**src/rtl/flag_fifo.sv**
```systemverilog
// rtl/flag_fifo.sv - 16x8 single-clock FIFO with empty/partially-empty/full/partially-full flags
module flag_fifo #(
   parameter int WIDTH    = 8,
   parameter int DEPTH    = 16,
   parameter int AE_LEVEL = 4,
   parameter int AF_LEVEL = 12
) (
   input  logic             clk,
   input  logic             RESET,
   input  logic [WIDTH-1:0] DATA_IN,
   input  logic             WE,
   input  logic             RE,
   output logic [WIDTH-1:0] DOUT,
   output logic             EF,
   output logic             PEF,
   output logic             FF,
   output logic             PFF
);

   localparam int AW = $clog2(DEPTH);
   localparam int CW = AW + 1;

   localparam logic [CW-1:0] FULL_CNT = CW'(DEPTH);
   localparam logic [CW-1:0] AE_CNT   = CW'(AE_LEVEL);
   localparam logic [CW-1:0] AF_CNT   = CW'(AF_LEVEL);

   logic [WIDTH-1:0] mem_q [DEPTH];

   logic [AW-1:0]    wptr_q, wptr_d;
   logic [AW-1:0]    rptr_q, rptr_d;
   logic [CW-1:0]    count_q, count_d;
   logic [WIDTH-1:0] dout_q, dout_d;
   logic             ef_q, pef_q, ff_q, pff_q;

   logic             wr_en;
   logic             rd_en;

   // Each side is qualified by the flags as they stood before the edge.
   assign wr_en = WE && !ff_q;
   assign rd_en = RE && !ef_q;

   // Next-state for pointers, occupancy and read data.
   always_comb begin
      wptr_d  = wptr_q;
      rptr_d  = rptr_q;
      count_d = count_q;
      dout_d  = dout_q;
      if (wr_en) begin
         wptr_d = wptr_q + AW'(1);
      end
      if (rd_en) begin
         rptr_d = rptr_q + AW'(1);
         dout_d = mem_q[rptr_q];
      end
      if (wr_en && !rd_en) begin
         count_d = count_q + CW'(1);
      end else if (rd_en && !wr_en) begin
         count_d = count_q - CW'(1);
      end
   end

   // Storage array; contents are not reset, and writes are blocked while in reset.
   always_ff @(posedge clk) begin
      if (wr_en && RESET) begin
         mem_q[wptr_q] <= DATA_IN;
      end
   end

   // Control state and registered flags derived from the next occupancy.
   always_ff @(posedge clk or negedge RESET) begin
      if (!RESET) begin
         wptr_q  <= '0;
         rptr_q  <= '0;
         count_q <= '0;
         dout_q  <= '0;
         ef_q    <= 1'b1;
         pef_q   <= 1'b1;
         ff_q    <= 1'b0;
         pff_q   <= 1'b0;
      end else begin
         wptr_q  <= wptr_d;
         rptr_q  <= rptr_d;
         count_q <= count_d;
         dout_q  <= dout_d;
         ef_q    <= (count_d == '0);
         pef_q   <= (count_d <= AE_CNT);
         ff_q    <= (count_d == FULL_CNT);
         pff_q   <= (count_d >= AF_CNT);
      end
   end

   assign DOUT = dout_q;
   assign EF   = ef_q;
   assign PEF  = pef_q;
   assign FF   = ff_q;
   assign PFF  = pff_q;

endmodule

```
**config.mk**
```make
export PLATFORM = sky130hd
export DESIGN_NAME = flag_fifo
export DESIGN_NICKNAME = d
export VERILOG_FILES = /design/src/rtl/flag_fifo.sv
export SDC_FILE = /design/constraint.sdc
export NUM_CORES = 1
export LEC_CHECK = 0
export BUFFER_PORTS_ARGS = -buffer_cell sky130_fd_sc_hd__clkbuf_2
export CAP_MARGIN = 20
export CORE_MARGIN = 2
export CORE_UTILIZATION = 40
export CTS_CLUSTER_DIAMETER = 150
export DETAILED_ROUTE_END_ITERATION = 16
export PLACE_DENSITY = 0.67
export REMOVE_ABC_BUFFERS = 1
export SLEW_MARGIN = 20
export SYNTH_ARGS = -nofsm -noshare
export SYNTH_HDL_FRONTEND = slang
export SYNTH_SLANG_ARGS = --single-unit
```
**constraint.sdc**
```tcl
create_clock -name clk -period 1.75 [get_ports clk]
set_input_delay 0.0875 -clock clk [delete_from_list [all_inputs] [get_ports clk]]
set_output_delay 0.0875 -clock clk [all_outputs]
set_load 0.005 [all_outputs]
```
# [Word-level counts from Yosys, hierarchy flattened]
# Memory sizes are Yosys's and may differ from the RTL's. A register that Yosys moved wholly into a read port is not among the register bits.
# Index checks and enable logic that the tools add are counted.
[totals] reg_bits=17 mem_bits_rw=128 in_bits=12 output_inout_bits=12 wordCells=30 mem_count=1
[mem_list] memory="mem_q" depth=16 word_bits=8 read_ports=1 rd_ports_with_merged_regs=1 wr=1 line_no="27" rtl="logic [WIDTH-1:0] mem_q [DEPTH];"
[op_classes] addsub=4 order_cmp=2 n_eq_ne=1 muxes=4 reduce_logical=11
[op_table] op="5-bit 2-to-1 mux" count=2
[op_table] op="4-bit by 1-bit adder with 4-bit output, second input constant" count=2
[op_table] op="5-bit by 1-bit adder with 5-bit output, second input constant" count=1
[op_table] op="5-bit equality test, second input constant" count=1
[op_table] op="5-bit by 4-bit greater-or-equal comparator with 1-bit output, second input constant" count=1
[op_table] op="5-bit by 3-bit less-or-equal comparator with 1-bit output, second input constant" count=1
[op_table] op="1-bit logical AND" count=5
[op_table] op="1-bit logical NOT" count=5
[op_table] op="5-bit logical NOT" count=1
[op_table] op="5-bit by 1-bit subtractor with 5-bit output, second input constant" count=1
[op_table] op="1-bit 2-to-1 mux" count=2

# [Logic depth before layout (Yosys ltp)]
# Gate-level depths: netlist of the first run.
[logic_depth] depth_word=7 mapped_depth=7 ltp_nobuf=7

# [Worst setup path before layout of the first run]
# OpenSTA, ideal clock, no wires.
[synth_timing] path_kind="register -> register" start="reg wptr_q[2]" end="mem mem_q[1][0], enable pin" setup_ps=370 arrival_ps=1300 t_required_ps=1380 setup_slack_ps=79 stages_incl_launch_ff=3 n_path_buf=0 synth_period_minus_slack_ps=1671 cell_sequence="dfrtp_1 -> or3b_2 -> nor2_1"
[synth_lines] element="start, declared" line_no="29" rtl="logic [AW-1:0] wptr_q, wptr_d;"
[synth_lines] element="start signal, assigned" line_no="81" rtl="wptr_q <= wptr_d;"
[synth_lines] element="end, declared" line_no="27"
# No word-level cell before the write port.

# [Final worst setup path of the first run]
[layout_timing] start="reg ff_q, in the netlist FF" end="mem mem_q[6][4], enable pin"
[layout_between] elab_chain_len=5
[layout_lines] element="start, declared" line_no="33" rtl="logic ef_q, pef_q, ff_q, pff_q;"
[layout_lines] element="start signal, assigned" line_no="87" rtl="ff_q <= (count_d == FULL_CNT);"
[layout_lines] element="1-bit logical NOT" line_no="39" rtl="assign wr_en = WE && !ff_q;"
[layout_lines] element="1-bit logical AND" line_no="39"
[layout_lines] element="1-bit logical AND" line_no="64" rtl="if (wr_en && RESET) begin"
[layout_lines] element="1-bit 2-to-1 mux" line_no="64"
[layout_lines] element="1-bit 2-to-1 mux (not written as such)" line_no="65" rtl="mem_q[wptr_q] <= DATA_IN;"
# Every way passes these cells.

==> metrics.yaml, run 1 <==
outcome: "finished, final reports clean"
setup.worst_path.class: "flop to flop"
cts_made_buffers: 17
dpl-instance-area_mm2: 0.00682
finClkSkew_ps: 8.58
drive_gt1_share_pct: 22.4
die_area_mm2: 0.0167
cts.sinks: 153
ys_seq_elements: 153
slew_violations: 0
nets: 479
worst_pin_slew_ps: 405
clk_pin_slew_ps: 60
total_power_mw: 11.6
cts_tree: "built"
regArea_mm2: 0.00448
clock_tree.buffer_depth: 2
avgRoutedWirePerCell_um: 19.0
start_util_pct: 41.1
slew_headroom_pct: 73.0
drc_errors: 0
wl_mm: 13.0
p_leak_nw: 2.71
yosys.area.top_type_share_pct: 61.4
power_switching_share_pct: 31.7
period_minus_slack_ps: 1610
async_flop_share_pct: 16.3
hold_class: "input port to flop"
synth_area_mm2: 0.00626
io_buffer_count: 23
hold_slack_ps: 73.3
antenna_found_initial: 0
synth-edff-count: 128
power_switching_mw: 3.69
p_comb_share_pct: 28.0
syn_inst: 404
synthTopCellsByCount: "128 x edfxtp_1, 64 x mux2i_1, 36 x nand2_1"
worstPathRequired_ps: 1890
drv_cap: 0
rows: 45
utilization_pct: 48.6
drt_iter0_markers: 291
antennaDiodeCount: 0
worstSetupStartpointType: "flop"
synth_area_leaders: "edfxtp_1 61%, mux2i_1 10%, dfrtp_1 9.2%"
overflow: 0
hpwl_mm: 8.65
crit_chain: "nor2b_4, nand2_1, nor2_1, buf_4"
synth_warnings: 0
finalNonFillerCells: 684
cp_top_family: "simple AND/OR/NAND/NOR gates"
cp-end-kind: "flop"
core_mm2: 0.0153
die_x_um: 129
ant_nets: 0
clock_latency_ps: 430
powerDensity_mw_per_mm2: 1570
arrival_ps: 1760
pwr-share-seq_pct: 41.6
grt_pass1_wl_mm: 20.2
finish.instance_area_mm2: 0.00741
dr.pass1.iters: 7
min_period_over_period_pct: 92.2
slowest_stage: "dfrtp_1"
critPathBufInv: 1
synth_largest_area_cell: "edfxtp_1"
vias_per_cell: 5.22
dp.cells: 651
setup_violations: 0
multi_input_area_mm2: 0.00167
htreeDepth: 4
synth_top_flop_cell: "edfxtp_1"
pwr-share-clk_pct: 30.3
yosysUniqueCellTypes: 39
root_buffer: "clkbuf_16"
area_growth_pct: 18.3
ys_seq_area_share_pct: 71.4
nFillCells: 1278
grt_setup_unrepaired: "no"
grt_pass1_vias: 3610
ir_worst_vdd_uv: 733
global_route.usage.total_pct: 16.9
cts_setup_buffers: 0
p_int_mw: 7.96
fmax_ghz: 0.620
grt_start_max_net_pins: 27
vias: 3569
synth_most_common_cell: "edfxtp_1"
synth_area_per_cell_um2: 15.5
worstPathMaxFanout: 10
io_pins: 24
die_h_um: 129
slowest_delay_ps: 410
place.gp.congestion: 0.854
hold_violations: 0
## metal layers
layer  routed length [µm]  vias to the layer above  track usage (%)
met2                 6270                      105             26.2
met5                    0                        -                0
li1                     -                     1636                -
met4                  364                        0             8.76
met1                 5660                     1797             22.2
met3                  729                       31             3.92
## registers in the layout, summed over array words and instances (netlist names)
signal and flops:
EF 1, DOUT 8, count_q 5, mem_q 128, PEF 1, wptr_q 4
PFF 1, FF 1, rptr_q 4
## power groups by stage
stage / Clock [mW] / Combinational (mW) / Sequential, mW
3_3_place_gp: 0 / 3.20 / 4.90
6_report: 3.53 / 3.27 / 4.85
2_1_floorplan: 0 / 1.94 / 5.01
4_1_cts: 3.59 / 3.28 / 4.85
5_1_grt: 3.74 / 3.58 / 4.91
3_5_place_dp: 0 / 3.26 / 4.92
## timing repair
item | CTS | global route
hold buffers | 1 | 0
pin swaps | 0 | 0
resized for setup | 1 | 1
endpoints found under the hold margin | 25 | 0
setup endpoints to repair | 1 | 1
## layout by cell type, fill, tap and decap left out, drive strengths merged, types with 2 or more instances in the layout
| master | n |
|---|---|
| edfxtp | 128 |
| mux2i | 64 |
| clkbuf | 44 |
| nand2 | 36 |
| buf | 33 |
| dfrtp | 23 |
| nand3 | 21 |
| nor2 | 21 |
| a21oi | 17 |
| a22oi | 17 |
| nand4 | 9 |
| xnor2 | 8 |
| ha | 7 |
| inv | 6 |
| clkinvlp | 5 |
| o21ai | 4 |
| nor2b | 4 |
| clkinv | 3 |
| nor4 | 3 |
| dfstp | 2 |
| or2b | 2 |
| xor2 | 2 |
| nand3b | 2 |
| bufinv | 2 |
## through the flow
stage | setup slack [ps] | setup TNS [ps]
after global routing | 12.3 | 0
after detailed placement | -12.8 | -12.8
after CTS | 122 | 0
after global placement | 60.0 | 0
final | 136 | 0
after floorplan | -1190 | -13360
## worst reg2reg max path, delay by kind of cell (launching register included)
| family | cells | cell delay [ps] |
|---|---|---|
| buffers and inverters | 1 | 210 |
| DFF | 1 | 410 |
| and+or+nand+nor | 3 | 720 |
## cells by family after synthesis
| group | share of synthesized area (%) |
|---|---|
| flops | 71.4 |
| simple gates | 8.35 |
| mux | 10.2 |
| compound gates | 4.83 |
| buf+inv | 2.06 |
| xor+xnor | 1.76 |
| fa+ha+maj | 1.40 |
## final timing paths
path                                          start                     to  slack, ps  cells past startpoint
max in group asynchronous                     RESET           EF$_DFF_PN1_       1230                      3
min in group asynchronous                     RESET  wptr_q[0]$_DFFE_PN0N_        180                      3
worst max register to register         FF$_DFF_PN0_  mem_q[6][4]$_DFFE_PP_        140                      4
worst min register to register  DOUT[5]$_DFFE_PN0P_    DOUT[5]$_DFFE_PN0P_        490                      2
worst min-delay path                             WE  wptr_q[0]$_DFFE_PN0N_         70                      3
worst max-delay path                   FF$_DFF_PN0_  mem_q[6][4]$_DFFE_PP_        140                      4
## layout make-up
type | count | share of cell area, %
clock buffers | 21 | 6.08
multi-input cells | 226 | 22.5
repair buffers | 57 | 5.54
clock inverters | 11 | 1.64
flip-flops and latches | 153 | 60.4
inverters | 5 | 0.253
well taps | 211 | 3.56
No activity file was read; power rests on OpenSTA's default activity.
==> run 2, diff against run 1 <==
Settings changed: CORE_ASPECT_RATIO from default to 2.
==> run 2 against run 1 <==
  * Die area up 0.37%
  * Largest cell class unchanged
  * Hold slack better by 32 ps
  * Clock skew up 1.9 ps
  * Critical path type unchanged
==> metrics.yaml, run 2 (synthesis results as in run 1) <==
slew_headroom_pct: 74.4  # +1.4 points
cts_tree: "built"
largest_register_ffs: 128  # unchanged
worstPathMaxFanout: 5  # -5
outcome: "finished, final reports clean"
power_switching_share_pct: 32.0  # +0.27 points
io_buffer_count: 23  # unchanged
pwr-share-clk_pct: 29.0  # -1.3 points
io_pins: 24  # unchanged
global_route.usage.total_pct: 16.6  # -0.25 points
period_minus_slack_ps: 1680  # +63.9 ps
ff2ff_setup_slack_ps: 70  # -60 ps
drc_errors: 0  # unchanged
worstPathRequired_ps: 2080  # +190 ps
place.gp.congestion: 0.882  # +3.3%
top_register: "mem_q"
die_x_um: 92.5  # -28%
cts_made_buffers: 17  # unchanged
setup.worst_path.class: "flop to flop"
area_growth_pct: 20.0
clock_tree.buffer_depth: 2  # unchanged
most-common-layout-cells: "128 x edfxtp_1, 64 x mux2i_1, 39 x buf_4"
drv_cap: 0  # unchanged
powerDensity_mw_per_mm2: 1570  # +0.10%
rr_startpoint: "count_q[1]$_DFF_PN0_"
drt_iter0_markers: 279  # -4.1%
dp.cells: 638  # -2.0%
holdPathStages: 4  # +1
wl_mm: 13.2  # +1.4%
worst_pin_slew_ps: 384  # -20.5 ps
worstSetupStartpointType: "flop"
hp-start: "RE"
final_common_cell: "edfxtp_1"
antennaDiodeCount: 0  # unchanged
ir_worst_vdd_uv: 977  # +33%
grt_pass1_vias: 3578  # -0.89%
power_switching_mw: 3.78  # +2.4%
finish.instance_area_mm2: 0.00752  # +1.5%
place_ws_ps: -252  # -239 ps
hold_class: "input port to flop"
hold_slack_ps: 106  # +32.3 ps
antenna_found_initial: 0  # unchanged
slew_violations: 0  # unchanged
grt_start_max_net_pins: 29  # +7.4%
p_int_mw: 8.05  # +1.2%
startpoint: "count_q[1]$_DFF_PN0_"
hpwl_mm: 9.47  # +9.5%
cts.sinks: 153  # unchanged
overflow: 0  # unchanged
dr.pass1.iters: 4  # -3
die_area_mm2: 0.0167  # +0.37%
reg2reg_to: "FF$_DFF_PN0_"
hold_violations: 0  # unchanged
clk_pin_slew_ps: 60  # about the same
nets: 487  # +1.7%
p_comb_share_pct: 30.1  # +2.1 points
fmax_ghz: 0.596  # -3.8%
clock_latency_ps: 420  # about the same
avgRoutedWirePerCell_um: 19.5  # +2.1%
hold_path_end: "rptr_q[1]$_DFFE_PN0P_"
ant_nets: 0  # unchanged
htreeDepth: 4  # unchanged
rows: 64  # +42%
dpl-instance-area_mm2: 0.00679  # -0.42%
core_mm2: 0.0153  # +0.24%
die_h_um: 181  # +40%
grt_pass1_wl_mm: 20.0  # -0.99%
start_util_pct: 41.0  # -0.097 points
vias: 3540  # -0.81%
pwr-share-seq_pct: 40.8  # -0.8 points
rr_worst_depth: 5  # +1
arrival_ps: 2010  # +250 ps
vias_per_cell: 5.21  # about the same
p_leak_nw: 2.77  # +2.1%
cp-end-kind: "flop"
min_period_over_period_pct: 95.9  # +3.7 points
layout_setup_ws_ps: 72.1  # -63.9 ps
finClkSkew_ps: 10.5  # +1.93 ps
drive_gt1_share_pct: 24.9  # +2.5 points
finalNonFillerCells: 679  # -0.73%
root_buffer: "clkbuf_16"
setup_violations: 0  # unchanged
==> run 2: worst max path at each step <==
stage / end / slack [ps] / depth (start not counted)
final: FF$_DFF_PN0_ / 70 / 5
after global placement: EF$_DFF_PN1_ / -160 / 5
after floorplan: DOUT[5]$_DFFE_PN0P_ / -1190 / 4
after global routing: FF$_DFF_PN0_ / -0.4 / 5
after detailed placement: PEF$_DFF_PN1_ / -250 / 6
after CTS: EF$_DFF_PN1_ / 6 / 6
==> run 2: timing repair <==
item | 4_1_cts | 5_1_grt
gates resized for setup | 1 | 14
endpoints found under the setup margin | 14 | 6
pin swaps | 0 | 7
hold buffers | 1 | 0
endpoints found under the hold margin | 25 | 0
setup buffers | 1 | 8
==> run 2: critical path, cell delays in order (launching register included) <==
cell	delay, ps
dfrtp_2	430
buf_4	160
or3_1	400
o22ai_4	170
xor2_4	140
nor4_4	280
==> run 2: area by class of cell <==
type                            count  area [µm²]
Sequential cell                   153        4480
Multi-Input combinational cell    226        1750
Fill cell                        1245        7780
Timing Repair Buffer               65         458
Tap cell                          198         248
Inverter                            5        18.8
Clock buffer                       19         433
Clock inverter                     13         130
==> run 2: power by group through the flow <==
| stage | Sequential (mW) | Clock [mW] | Combinational (mW) |
|---|---|---|---|
| after floorplan | 5.01 | 0 | 1.94 |
| after global placement | 4.86 | 0 | 3.21 |
| after detailed placement | 4.89 | 0 | 3.30 |
| after CTS | 4.82 | 3.47 | 3.33 |
| after global routing | 4.88 | 3.64 | 3.86 |
| final | 4.83 | 3.43 | 3.57 |
==> run 2: per-stage QoR <==
stage | power (mW) | utilization [%] | TNS [ps]
final | 11.8 | 49.1 | 0
after global placement | 8.07 | 44.4 | -1300
after CTS | 11.6 | 48.2 | 0
after global routing | 12.4 | 49.1 | -0.416
after floorplan | 6.95 | - | -13360
after detailed placement | 8.19 | 44.4 | -2170
==> run 2: metal layers <==
metal  wire length (µm)  GRT usage (%)
met1               4240           15.3
met2               7930           32.3
met3                520           3.92
met4                521           8.72
met5                  0              0
==> run 3, diff against run 2 <==
Settings changed: MAX_ROUTING_LAYER from default to met4.
==> run 3 against run 2 <==
  * Clock power is essentially flat
  * Hold slack lost 0.53 ps
  * Highest routed layer unchanged
  * Global-route usage grew 0.51 points
  * Largest cell class unchanged
  * Wire length shrank 0.51%
  * Sequential share of layout area is the same
  * Setup slack is essentially flat
  * Clock-buffer cell count is the same
  * Die area is the same
  * First-iteration DRC count shrank 1.1%
==> metrics.yaml, run 3 (synthesis results as in run 1) <==
outcome: "finished, final reports clean"
vias_per_cell: 5.20  # -0.23%
hp-start: "RE"
dr.pass1.iters: 7  # +3
cts_tree: "built"
cts_made_buffers: 17  # unchanged
pwr-share-seq_pct: 40.9  # about the same
worstPathMaxFanout: 5  # unchanged
slew_violations: 0  # unchanged
power_switching_share_pct: 31.9  # -0.079 points
vias: 3532  # -0.23%
finalNonFillerCells: 679  # unchanged
clock_latency_ps: 420  # about the same
hold_class: "input port to flop"
dp.cells: 638  # unchanged
largest_register_ffs: 128  # unchanged
die_area_mm2: 0.0167  # unchanged
rows: 64  # unchanged
global_route.usage.total_pct: 17.1  # +0.51 points
setup.worst_path.class: "flop to flop"
core_mm2: 0.0153  # unchanged
drt_iter0_markers: 276  # -1.1%
min_period_over_period_pct: 95.9  # about the same
htreeDepth: 4  # unchanged
regArea_mm2: 0.00448  # unchanged
rr_startpoint: "count_q[1]$_DFF_PN0_"
grt_pass1_vias: 3561  # -0.48%
drc_errors: 0  # unchanged
pwr-share-clk_pct: 28.9  # about the same
ant_nets: 0  # unchanged
grt_pass1_wl_mm: 20.0  # +0.18%
slew_headroom_pct: 74.9  # +0.54 points
root_buffer: "clkbuf_16"
worstPathRequired_ps: 2080  # about the same
die_h_um: 181  # unchanged
cts.sinks: 153  # unchanged
p_comb_share_pct: 30.1  # about the same
die_x_um: 92.5  # unchanged
start_util_pct: 41.0  # unchanged
p_leak_nw: 2.77  # unchanged
nFillCells: 1245  # unchanged
ir_worst_vdd_uv: 974  # -0.39%
setup_violations: 0  # unchanged
place.gp.congestion: 0.901  # +2.1%
arrival_ps: 2010  # about the same
top_register: "mem_q"
total_power_mw: 11.8  # -0.11%
drv_cap: 0  # unchanged
hold_violations: 0  # unchanged
startpoint: "count_q[1]$_DFF_PN0_"
period_minus_slack_ps: 1680  # +0.439 ps
most-common-layout-cells: "128 x edfxtp_1, 64 x mux2i_1, 39 x buf_4"
final_common_cell: "edfxtp_1"
worst_pin_slew_ps: 376  # -8.03 ps
powerDensity_mw_per_mm2: 1570  # -0.11%
io_pins: 24  # unchanged
nets: 487  # unchanged
clk_pin_slew_ps: 60  # about the same
grt_start_max_net_pins: 29  # unchanged
io_buffer_count: 23  # unchanged
clock_tree.buffer_depth: 2  # unchanged
fmax_ghz: 0.596  # about the same
hpwl_mm: 9.47  # unchanged
overflow: 0  # unchanged
multi_input_area_mm2: 0.00175  # unchanged
p_int_mw: 8.05  # about the same
setup_tns_ps: 0  # unchanged
area_growth_pct: 20.0  # unchanged
antennaDiodeCount: 0  # unchanged
drive_gt1_share_pct: 24.9  # unchanged
worstSetupStartpointType: "flop"
wl_mm: 13.1  # -0.51%
finClkSkew_ps: 8.14  # -2.37 ps
cp-end-kind: "flop"
power_switching_mw: 3.77  # -0.36%
antenna_found_initial: 0  # unchanged
avgRoutedWirePerCell_um: 19.4  # -0.51%
-- run 3: cell counts in the layout (fill, tap and decap cells not counted) --
No cell type changed its count.
-- run 3: per-stage QoR --
stage | util [%] | instance area [µm²] | hold WS (ps) | setup slack (ps)
2_1_floorplan | - | 6150 | -208 | -1190
3_3_place_gp | 44.4 | 6790 | 116 | -157
3_5_place_dp | 44.4 | 6790 | 120 | -252
4_1_cts | 48.2 | 7380 | 73.4 | 5.85
5_1_grt | 49.1 | 7520 | 112 | -0.404
6_report | 49.1 | 7520 | 105 | 71.7
-- run 3: critical path, cell delays in order (launching register included) --
cell	delay, ps
dfrtp_2	430
buf_4	160
or3_1	400
o22ai_4	170
xor2_4	140
nor4_4	290
-- run 3: what timing repair did --
action	4_1_cts	5_1_grt
hold endpoints to repair	25	0
setup endpoints to repair	14	6
gates resized for setup	1	14
hold buffers	1	0
pin swaps	0	7
setup buffers	1	8
-- run 3: cell type report --
type | count | area share (%)
timing repair buffer | 65 | 6.09
clock buffer | 19 | 5.76
sequential | 153 | 59.6
inverter | 5 | 0.250
tap | 198 | 3.30
multi-input combinational | 226 | 23.3
clock inverter | 13 | 1.73
-- run 3: final timing paths --
check                           cells after the start                    end  slack [ps]
worst max-delay path                                5           EF$_DFF_PN1_          70
worst min-delay path                                4  rptr_q[1]$_DFFE_PN0P_         110
worst max register to register                      5           EF$_DFF_PN1_          70
worst min register to register                      2    DOUT[1]$_DFFE_PN0P_         520
max in group asynchronous                           3  rptr_q[1]$_DFFE_PN0P_        1290
min in group asynchronous                           3  wptr_q[1]$_DFFE_PN0N_         210
-- run 3: layer usage --
metal / global-route usage, % / vias to the layer above / part of all wire (%) / routed length (µm)
li1: - / 1645 / - / -
met1: 15.2 / 1753 / 32 / 4190
met2: 32.6 / 105 / 61 / 8030
met3: 3.42 / 29 / 3.3 / 437
met4: 8.96 / 0 / 3.7 / 486
met5: - / - / 0 / 0
-- run 3: power groups by stage --
stage	clock network, mW	logic, mW	registers [mW]
after floorplan	0	1.94	5.01
after global placement	0	3.21	4.86
after detailed placement	0	3.30	4.89
after CTS	3.47	3.33	4.82
after global routing	3.63	3.86	4.88
final	3.42	3.56	4.84
